`config.mk`:
```
export PLATFORM = sky130hd
export DESIGN_NAME = fetch_stage
export DESIGN_NICKNAME = d
export VERILOG_FILES = /design/src/rtl/fetch_stage_pkg.sv /design/src/rtl/fetch_stage.sv
export SDC_FILE = /design/constraint.sdc
export NUM_CORES = 1
export LEC_CHECK = 0
export ABC_CLOCK_PERIOD_IN_PS = 3800
export CAP_MARGIN = 20
export CORE_ASPECT_RATIO = 1.25
export CORE_MARGIN = 1.5
export CORE_UTILIZATION = 46
export DETAILED_ROUTE_END_ITERATION = 8
export PLACE_DENSITY = 0.86
export SKIP_LAST_GASP = 1
export SYNTH_ARGS = -nofsm -noshare
export SYNTH_HDL_FRONTEND = slang
export SYNTH_SLANG_ARGS = --single-unit
```
`constraint.sdc`:
```
create_clock -name clk -period 3.8 [get_ports clk]
set_input_delay 0.38 -clock clk [delete_from_list [all_inputs] [get_ports clk]]
set_output_delay 0.38 -clock clk [all_outputs]
set_load 0.02 [all_outputs]
```
`src/rtl/fetch_stage_pkg.sv`:
```
// Shared fetch-side types: the packet pushed into the instruction queue and the fetch FSM encoding.
package fetch_stage_pkg;

  typedef struct packed {
    logic        valid;
    logic [31:0] pc;
    logic [31:0] pc_next;
    logic [31:0] inst;
  } fetch_packet_t;

  typedef enum logic [1:0] {
    ISSUE   = 2'd0,
    WAIT    = 2'd1,
    HOLD    = 2'd2,
    DISCARD = 2'd3
  } fetch_state_t;

  localparam logic [31:0] RESET_PC_DEFAULT = 32'h1eceb000;

endpackage

```
`src/rtl/fetch_stage.sv`:
```
// Fetch unit: one aligned SS-wide imem request in flight, packets pushed into the instruction queue
// in the response cycle (or later from hold_buf when the queue is full); back-end redirects win in every state.
module fetch_stage
  import fetch_stage_pkg::*;
#(
  parameter int          SS       = 2,
  parameter logic [31:0] RESET_PC = RESET_PC_DEFAULT
) (
  input  logic                     clk,
  input  logic                     rst,
  output logic [31:0]              imem_addr,
  output logic [3:0]               imem_rmask,
  input  logic [32*SS-1:0]         imem_rdata,
  input  logic                     imem_resp,
  input  logic                     iq_full,
  output logic                     iq_push,
  output fetch_packet_t [SS-1:0]   iq_out,
  input  logic                     redirect_valid,
  input  logic [31:0]              redirect_pc
);

  localparam int          OFF      = $clog2(4 * SS);
  localparam int          FSW      = (SS > 1) ? $clog2(SS) : 1;
  localparam logic [31:0] BLK_SIZE = 32'(4 * SS);

  fetch_state_t         state_q, state_d;
  logic [31:0]          fetch_pc_q, fetch_pc_d;
  logic [31:0]          req_addr_q, req_addr_d;
  logic [FSW-1:0]       first_slot_q, first_slot_d;
  logic [32*SS-1:0]     hold_buf_q, hold_buf_d;
  logic                 push;
  logic                 use_hold;
  logic [3:0]           rmask;
  logic [FSW-1:0]       redir_slot;
  logic [32*SS-1:0]     src_words;
  fetch_packet_t [SS-1:0] pkt;
  logic                 unused_redir_lsb;

  assign unused_redir_lsb = ^redirect_pc[1:0];

  if (SS > 1) begin : g_slot
    assign redir_slot = redirect_pc[OFF-1:2];
  end else begin : g_noslot
    assign redir_slot = '0;
  end

  always_comb begin
    state_d      = state_q;
    fetch_pc_d   = fetch_pc_q;
    req_addr_d   = req_addr_q;
    first_slot_d = first_slot_q;
    hold_buf_d   = hold_buf_q;
    push         = 1'b0;
    use_hold     = 1'b0;
    rmask        = 4'h0;

    case (state_q)
      ISSUE: begin
        rmask      = 4'hf;
        req_addr_d = fetch_pc_q;
        state_d    = WAIT;
      end
      WAIT: begin
        if (imem_resp) begin
          if (!iq_full) begin
            push         = 1'b1;
            fetch_pc_d   = fetch_pc_q + BLK_SIZE;
            first_slot_d = '0;
            state_d      = ISSUE;
          end else begin
            hold_buf_d = imem_rdata;
            state_d    = HOLD;
          end
        end
      end
      HOLD: begin
        use_hold = 1'b1;
        if (!iq_full) begin
          push         = 1'b1;
          fetch_pc_d   = fetch_pc_q + BLK_SIZE;
          first_slot_d = '0;
          state_d      = ISSUE;
        end
      end
      DISCARD: begin
        if (imem_resp) state_d = ISSUE;
      end
      default: state_d = ISSUE;
    endcase

    // A redirect overrides everything; an in-flight request must still be drained via DISCARD.
    if (redirect_valid) begin
      push         = 1'b0;
      hold_buf_d   = hold_buf_q;
      fetch_pc_d   = redirect_pc & ~(BLK_SIZE - 32'd1);
      first_slot_d = redir_slot;
      case (state_q)
        ISSUE:   state_d = DISCARD;
        WAIT:    state_d = imem_resp ? ISSUE : DISCARD;
        HOLD:    state_d = ISSUE;
        DISCARD: state_d = imem_resp ? ISSUE : DISCARD;
        default: state_d = ISSUE;
      endcase
    end
  end

  assign src_words = use_hold ? hold_buf_q : imem_rdata;

  for (genvar i = 0; i < SS; i++) begin : g_pkt
    assign pkt[i] = '{
      valid:   (FSW'(i) >= first_slot_q),
      pc:      fetch_pc_q + 32'(4 * i),
      pc_next: fetch_pc_q + 32'(4 * i + 4),
      inst:    src_words[32*i +: 32]
    };
  end

  assign imem_addr  = (state_q == ISSUE) ? fetch_pc_q : req_addr_q;
  assign imem_rmask = rst ? 4'h0 : rmask;
  assign iq_push    = push & ~rst & ~iq_full;
  assign iq_out     = rst ? '0 : pkt;

  always_ff @(posedge clk) begin
    if (rst) begin
      state_q      <= ISSUE;
      fetch_pc_q   <= RESET_PC;
      req_addr_q   <= RESET_PC;
      first_slot_q <= '0;
      hold_buf_q   <= '0;
    end else begin
      state_q      <= state_d;
      fetch_pc_q   <= fetch_pc_d;
      req_addr_q   <= req_addr_d;
      first_slot_q <= first_slot_d;
      hold_buf_q   <= hold_buf_d;
    end
  end

endmodule

```
== Yosys cells after proc, flatten, opt, wreduce, memory -nomap -nowiden ==
Cells that the tools add are included.

* Register bits: 131
* Input port bits: 101
* Output and inout bits: 231
* Logic and storage cells: 57

* $add $sub $neg: 2
* $lt $le $gt $ge: 2
* Equality and inequality tests: 7
* Multiplexer cells: 26
* Bitwise logic cells: 5
* Reductions and logical operators: 9

{| class="wikitable"
|+ Operator list
! operator !! number
|-
| 2-to-1 mux 194 bit || 1
|-
| 2-to-1 mux 32 bit || 4
|-
| 2-to-1 mux 64 bit || 1
|-
| case mux 32 bit (2 select lines) || 1
|-
| adder 32 x 3 -> 32 bit, second input constant || 1
|-
| adder 32 x 4 -> 32 bit, second input constant || 1
|-
| 2-to-1 mux 2 bit || 6
|-
| != test 3 bit, second input constant || 3
|-
| 2-to-1 mux 4 bit || 2
|-
| case mux 2 bit (4 select lines) || 1
|-
| 2-to-1 mux 1 bit || 7
|-
| case mux 2 bit (3 select lines) || 1
|-
| == test 2 bit, second input constant || 2
|-
| case mux 1 bit (2 select lines) || 2
|-
| AND reduction 2 bit || 2
|-
| AND reduction 4 bit || 1
|-
| OR reduction 2 bit || 2
|-
| inverter 1 bit || 3
|-
| AND reduction 3 bit || 1
|-
| nonzero test 3 bit || 1
|-
| bitwise AND 1 bit || 2
|-
| == test 2 x 1 -> 1 bit, second input constant || 1
|-
| greater-or-equal comparator 1 bit, first input constant || 2
|-
| logical NOT 2 bit || 1
|-
| 2 further kinds || 2
|}

== Logic depth before layout (Yosys ltp) ==
* Depth in word-level cells: 6
* Gate-level depth with buffers: 8
* Gate-level depth less buffers: 6

== Least setup slack after synthesis ==
Ideal clock, no wire load.

* Kind: reg-to-output
* Start point: reg fetch_pc_q[3]
* End point: out iq_out[158] (netlist name)
* Data arrival time: 2,194 ps
* Data required time: 3,420 ps
* Setup slack: 1,226 ps
* Stages on the path, launching flop included: 7
* Buffers on the path: 1
* Cells stage by stage: dfxtp_1 ha_1 nand4_1 or2_2 clkbuf_1 or4_1 a21oi_1

{| class="wikitable"
|+ RTL lines
! item !! RTL line !! RTL
|-
| start: declaration || fetch_stage.sv:27 || <nowiki>logic [31:0] fetch_pc_q, fetch_pc_d;</nowiki>
|-
| start signal: assignment || fetch_stage.sv:132 || <nowiki>fetch_pc_q <= fetch_pc_d;</nowiki>
|-
| end: declaration || fetch_stage.sv:17 || <nowiki>output fetch_packet_t [SS-1:0] iq_out,</nowiki>
|}

==> summary.txt <==
Run status
  • Outcome: finished clean

Placed design
  • Placer Congestion: 0.866
  • Post-Place Setup Slack: ~590 ps
  • Placed insts: 1398
  • Port Buffers: 319
  • Dpl hpwl: 16000 um

Clock network
  • Postcts setup bufs: 0
  • Clock-pin slew on the worst setup and hold paths: around 60 ps
  • CTS Sinks: 128
  • Hold_buf cts: 0
  • CTS resizes: 0
  • CTS Buffer Depth: 2
  • Maximum level of the CTS H-tree: 4
  • Clk_lat worst skew: roughly 420 ps
  • Num CTS Buffers: 17
  • CTS Root Cell: clkbuf_16
  • CTS tree: done

Layout
  • Most common cell after layout, fill and taps aside: clkdlybuf4s50_1
  • Final core occ: 0.678
  • Fin nets: approximately 1300
  • Area growth from synthesis to layout: 43.3%
  • Most frequent cells in the layout: clkdlybuf4s50_1, nand2_1, dfxtp_1
  • Share of post-route cells with drive strength above 1: 0.0725
  • Layout Cells excl Fill: 1430

Timing
  • Slew margin rel.: 0.527
  • Setup_tns: 0 ps
  • Tcrit/Tclk final: 0.964
  • Number of setup violations in the final report: 0
  • Fin crit period: approximately 3700 ps
  • Fin. max-slew vios: 0
  • Worst-margin pin slew: 710 ps
  • Setup ws final: between 100 and 150 ps
  • Hold violation total from the final report: 0
  • RSZ-0062 raised after global routing: no
  • Fmax: 0.273 GHz
  • Worst Skew: ~11 ps

Floorplanning
  • IO Pins: 332
  • Die width: 119 um
  • Initial Util: 0.473
  • Die Area: 0.0175 mm^2
  • Die height: 148 um
  • CORE AREA: around 0.016 mm^2
  • Std-Cell Rows: 52

Logic synthesis
  • Synth Area in Compound Gates: 0.116
  • Post-synth top flop: dfxtp_1
  • Post-synth ARST share: 0
  • Yosys top cell area share: 0.333
  • Mux cell area share after synthesis: 0.131
  • Synth Area in XOR/XNOR: 0.0228
  • #FFs+latches synth: between 100 and 150
  • Yosys top cell by area: dfxtp_1
  • Simple-Gate Fraction of Synth Area: 0.263
  • Library cells used by synthesis: 53
  • Mean area per synthesized cell: slightly below 8 um^2
  • Adder-cell share of the synthesized area: 0.00976
  • Mapped Cells: approximately 1000
  • Post-synth EDFFs: 0
  • Synth area leaders: dfxtp_1, mux2i_1, buf_4, nand2_1, a21oi_1
  • Synth warn: 0
  • Main combinational cell family by area after synthesis: simple AND/OR/NAND/NOR gates
  • Post-synthesis sequential area ratio: 0.333
  • Synth Cell Area: 0.00769 mm^2

Detailed routing
  • Via density per instance: roughly 5.4
  • WL per Instance: ~16 um
  • Total wire length: between 20000 and 25000 um
  • Via count: about 7700
  • Routed Antenna Nets: 0
  • Initial DRC Count: a little under 600
  • First drt pass iteration count: 5
  • Residual DRC count: 0

Setup path
  • Reg-to-reg setup timing slack: 1260 ps
  • Worst path max stage delay: roughly 660 ps
  • Critical Path AT: 3280 ps
  • Crit Path Class: reg -> out
  • R2R depth: 6
  • CP top delay family: simple AND/OR/NAND/NOR gates
  • Reg-to-reg endpoint: fetch_pc_q[30]$_SDFFE_PP0P_
  • Crit path cell chain: ha_1 -> nand4_1 -> or2_2 -> or4_1 -> a21oi_1 -> clkdlybuf4s50_1
  • Worst path slowest cell: clkdlybuf4s50_1
  • CP required: approximately 3400 ps
  • RR Startpoint: state_q[1]$_SDFFE_PP0P_
  • CP max FO: 10
  • Setup crit start kind: flop
  • WP buf/inv: 1
  • Crit path capture type: output pin

Power
  • Final Power: ~0.0042 W
  • Pleak: 3.84 nW
  • Pwr dens: roughly 380 mW/mm^2
  • Peak VDD IR: 0.000246 V

GRT
  • Total track usage: 0.260
  • Vias in the first global route: between 7000 and 8000
  • Initial antenna violation count: 0
  • First-pass GRT wire length: between 30000 and 40000 um
  • Overflow after GRT: 0
  • Largest net degree at the start of global routing: ~100

Hold path
  • Hold crit path type: in -> reg
  • WHS Path Cells: 2
  • Worst hold endpoint: hold_buf_q[32]$_SDFFE_PP0P_
  • Hold_sp: rst

Run
  • MaxCap Viol Count: 0
## per-layer routing
layer	vias to the layer above	global-route usage	routed length, um
li1	3738	-	-
met1	3564	0.285	8980
met2	326	0.475	12100
met3	43	0.0671	1750
met4	0	0.112	607
met5	-	0	0
## sequential cells by signal, summed over array words and instances, names as in the netlist
| signal | count |
|---|---|
| hold_buf_q | 64 |
| first_slot_q | 1 |
| fetch_pc_q | 29 |
| state_q | 2 |
| req_addr_q | 32 |
## worst register-to-register path: stages (launching register included)
cell	delay (ps)
dfxtp_1	390
inv_1	130
ha_1	270
mux2i_1	170
or4_1	750
or4_1	570
and3_1	160
## worst max path at each step
| stage | start | end | slack (ps) | cells after the start |
|---|---|---|---|---|
| 5_1_grt | fetch_pc_q[3]$_SDFFE_PP0P_ | iq_out[154] | 30 | 6 |
| 3_3_place_gp | fetch_pc_q[3]$_SDFFE_PP0P_ | iq_out[154] | 690 | 6 |
| 4_1_cts | fetch_pc_q[3]$_SDFFE_PP0P_ | iq_out[154] | 140 | 6 |
| 2_1_floorplan | fetch_pc_q[3]$_SDFFE_PP0P_ | iq_out[158] | 1230 | 6 |
| 3_5_place_dp | fetch_pc_q[3]$_SDFFE_PP0P_ | iq_out[154] | 590 | 6 |
| 6_report | fetch_pc_q[3]$_SDFFE_PP0P_ | iq_out[154] | 140 | 6 |
## kinds of logic (layout without fill, tap and decap cells)
group | count (synthesis) | in the layout
flip-flops | 128 | 128
AND/OR/NAND/NOR | 424 | 424
other | 1 | 11
buffers and inverters | 173 | 379
AO/OA/AOI/OAI | 149 | 149
adder cells (fa/ha/maj) | 6 | 6
XOR/XNOR | 20 | 20
multiplexers | 97 | 97
## metrics by stage
step | area (um^2) | hold WS (ps)
6_report | 11000 | 434
2_1_floorplan | 7720 | 436
4_1_cts | 11000 | 412
5_1_grt | 11000 | 447
3_5_place_dp | 10500 | 446
3_3_place_gp | 10500 | 441
## layout make-up
type                       count  area [um^2]
clock inverter                13          118
sequential                   128         2560
inverter                      12         45.0
antenna                        1         2.50
clock buffer                  18          439
multi-input combinational    706         4240
timing repair buffer         336         3350
tap                          216          270
fill                        1313         5240
## cells in the mapped netlist, types with 2 or more instances
cell type / count
clkbuf_1: 62
buf_1: 10
o21ai_0: 17
ha_1: 6
o22ai_1: 2
nand4_1: 12
nor3b_1: 3
mux2i_1: 65
nand3_1: 11
mux2_2: 32
nor2_1: 109
a211oi_1: 12
and4_1: 7
o31a_1: 2
buf_2: 13
nor3_1: 25
dfxtp_1: 128
and3_1: 6
a221oi_1: 3
o31ai_1: 3
nand3b_1: 3
inv_1: 12
nand2_1: 145
or4_1: 7
a21oi_1: 86
nand2b_1: 12
nor4_1: 16
nor2b_1: 29
a311oi_1: 8
and2_1: 20
xnor2_1: 19
buf_4: 75
or3_1: 13
a2111oi_0: 5
or2_2: 2
## report_power, final
part	internal [W]	switching (W)
registers	0.00140	0.0000582
clock network	0.000911	0.000624
logic	0.000568	0.000614
total	0.00288	0.00130
No activity file was read; power rests on OpenSTA's default activity.
==> edit, RTL diff (same flow settings) <==
Set the parameter `SS` to 1 (it was 2).
--- a/src/rtl/fetch_stage.sv
+++ b/src/rtl/fetch_stage.sv
@@ -4,5 +4,5 @@
   import fetch_stage_pkg::*;
 #(
-  parameter int          SS       = 2,
+  parameter int          SS       = 1,
   parameter logic [31:0] RESET_PC = RESET_PC_DEFAULT
 ) (
Interface: changed (resized imem_rdata and iq_out); port bits go from 332 to 203. No check against the original RTL was run, so the function may have changed too.
==> edit against the original RTL <==
Total power is 27% lower. Area after synthesis is 21% lower. Non-clock buffer count down 123. Sequential cell count down 31. Cell area shrank 24%. Wire length decreased by 22%. Fmax rose by 2.9%. Largest power group is now registers. Clock skew is 0.0039 ns lower. Setup slack gained 0.10 ns.
==> edit: results (changes against the original RTL) <==
| Metric | Value |
|---|---|
| Run status | `completed` |
| Clock Skew | `0.00711 ns (-0.00387 ns)` |
| Switching Fraction | `0.306 (-0.00478)` |
| Distinct cells, synth | `52 (-1.9%)` |
| Sequential share of power | `0.372 (+0.023)` |
| Met1 routed wirelength after detailed routing | `7.36 mm (-18%)` |
| Global router's overall resource usage | `0.257 (-0.00394)` |
| Yosys warning total | `0 (unchanged)` |
| Number of nets in the finished design | `993 (-24%)` |
| Non-filler instance count after layout | `1,090 (-24%)` |
| Worst-case reg-to-reg path depth | `7 (+1)` |
| Met1 usage | `0.312 (+0.0277)` |
| List of most frequent post-synthesis cells | `dfxtp_1, nand2_1, nor2_1` |
| Standby leakage power | `2.92 nW (-24%)` |
| Maximum vdd ir drop | `0.208 mV (-15%)` |
| Met3 track utilization from global routing | `0.0446 (-0.0225)` |
| DR WL met3 | `1.52 mm (-13%)` |
| R2r endpoint | `fetch_pc_q[21]$_SDFFE_PP0P_` |
| Power density cells | `366 mW/mm2 (-3.4%)` |
| Share of power burned in combinational logic | `0.292 (+0.009)` |
| Amount of wire on met2 after detailed routing | `8.88 mm (-27%)` |
| Clock insertion delay at the later pin of the skew report | `0.35 ns (-0.07 ns)` |
| Transition time at the pin with the least slew margin | `0.877 ns (+0.166 ns)` |
| Via density per instance | `5.72 (+6.7%)` |
| Post-DP HPWL | `12.4 mm (-23%)` |
| Sequential fraction of the synthesis area | `0.321 (-0.0122)` |
| Library cell used as clock root buffer | `clkbuf_16` |
| Classification of the worst-slack hold path | `register to register` |
| Pin count of the biggest net entering global routing | `76 (-27%)` |
| Area contributors post-synth | `dfxtp_1, mux2_2, mux2i_1` |
| Cells after synthesis | `773 (-23%)` |
| Highest signal layer in the routed design | `met4` |
| Worst min-delay path endpoint | `first_slot_q$_SDFFE_PP0P_` |
| RD Place Congestion | `0.853 (-1.4%)` |
| Met2 capacity usage during global routing | `0.440 (-0.0353)` |
| Setup slack on the worst flop-to-flop path | `1.01 ns (-0.25 ns)` |
| Worst setup slack after placement | `0.716 ns (+0.121 ns)` |
| First-pass GRT wire length | `29.0 mm (-21%)` |
| Highest fanout seen on the critical path | `23 (+13)` |
| Launch point of the worst reg-to-reg path | `state_q[0]$_SDFFE_PP0P_` |
| Hold Worst Slack | `0.440 ns (+0.00638 ns)` |
| # H-tree levels | `3 (-1)` |
| Via count of the first global-routing pass | `5,747 (-21%)` |
| Top flop regs | `hold_buf_q (32), req_addr_q (32), fetch_pc_q (30)` |
| Post-placement cell area | `0.00800 mm2 (-24%)` |
| Number of buffers created by CTS | `9 (-8)` |
| Number of input and output port buffers inserted | `196 (-39%)` |
| First-pass detailed-route iteration total | `6 (+1)` |
| Fillcell total | `1,094 (-17%)` |
| Share of cells above drive strength 1 | `0.0879 (+0.0154)` |
| Arrival @ worst endpoint | `3.18 ns (-0.10 ns)` |
| Total detailed-routing wirelength | `18.2 mm (-22%)` |
| Hold Crit Start | `first_slot_q$_SDFFE_PP0P_` |
[edit: cell types whose count changed after synthesis, sizes merged, moves of 8 or more]
cell,delta
buf,-61
nand2,-58
a21oi,-42
mux2i,-32
dfxtp,-31
nor2,-27
clkbuf,-16
mux2,+11
and3,+8
nand3,+8
xnor2,-8
[edit: area by class of cell]
class	instances	area (um2)	area share
Multi-Input combinational cell	586	3720	0.446
Timing Repair Buffer	213	2100	0.252
Sequential cell	97	1940	0.233
Clock buffer	12	256	0.0308
Tap cell	168	210	0.0252
Clock inverter	4	75.1	0.00900
Inverter	9	33.8	0.00405
Antenna cell	1	2.50	0.000300
[edit: how the worst max path moves through the flow]
stage | startpoint | end | slack [ns] | cells past startpoint
2_1_floorplan | fetch_pc_q[3]$_SDFFE_PP0P_ | iq_out[54] | 1.53 | 5
3_3_place_gp | fetch_pc_q[8]$_SDFFE_PP0P_ | iq_out[47] | 0.72 | 5
3_5_place_dp | fetch_pc_q[8]$_SDFFE_PP0P_ | iq_out[54] | 0.72 | 5
4_1_cts | fetch_pc_q[8]$_SDFFE_PP0P_ | iq_out[54] | 0.30 | 5
5_1_grt | fetch_pc_q[8]$_SDFFE_PP0P_ | iq_out[53] | 0.17 | 5
6_report | fetch_pc_q[8]$_SDFFE_PP0P_ | iq_out[54] | 0.24 | 5
[edit: worst max-delay path: stages, from the launching register on]
cell and delay [ns]:
dfxtp_1 0.52, and4_1 0.32, nand2_1 0.49, or4_1 0.67, a21oi_1 0.16, clkdlybuf4s50_1 0.66
[edit: kinds of logic after synthesis]
kind of cell	Yosys count	synth area share
AND/OR/NAND/NOR	371	0.317
flip-flops	97	0.321
multiplexers	76	0.135
adder cells (fa/ha/maj)	8	0.0165
buffers and inverters	93	0.0672
XOR/XNOR	16	0.0232
other	1	0.000620
AO/OA/AOI/OAI	111	0.120
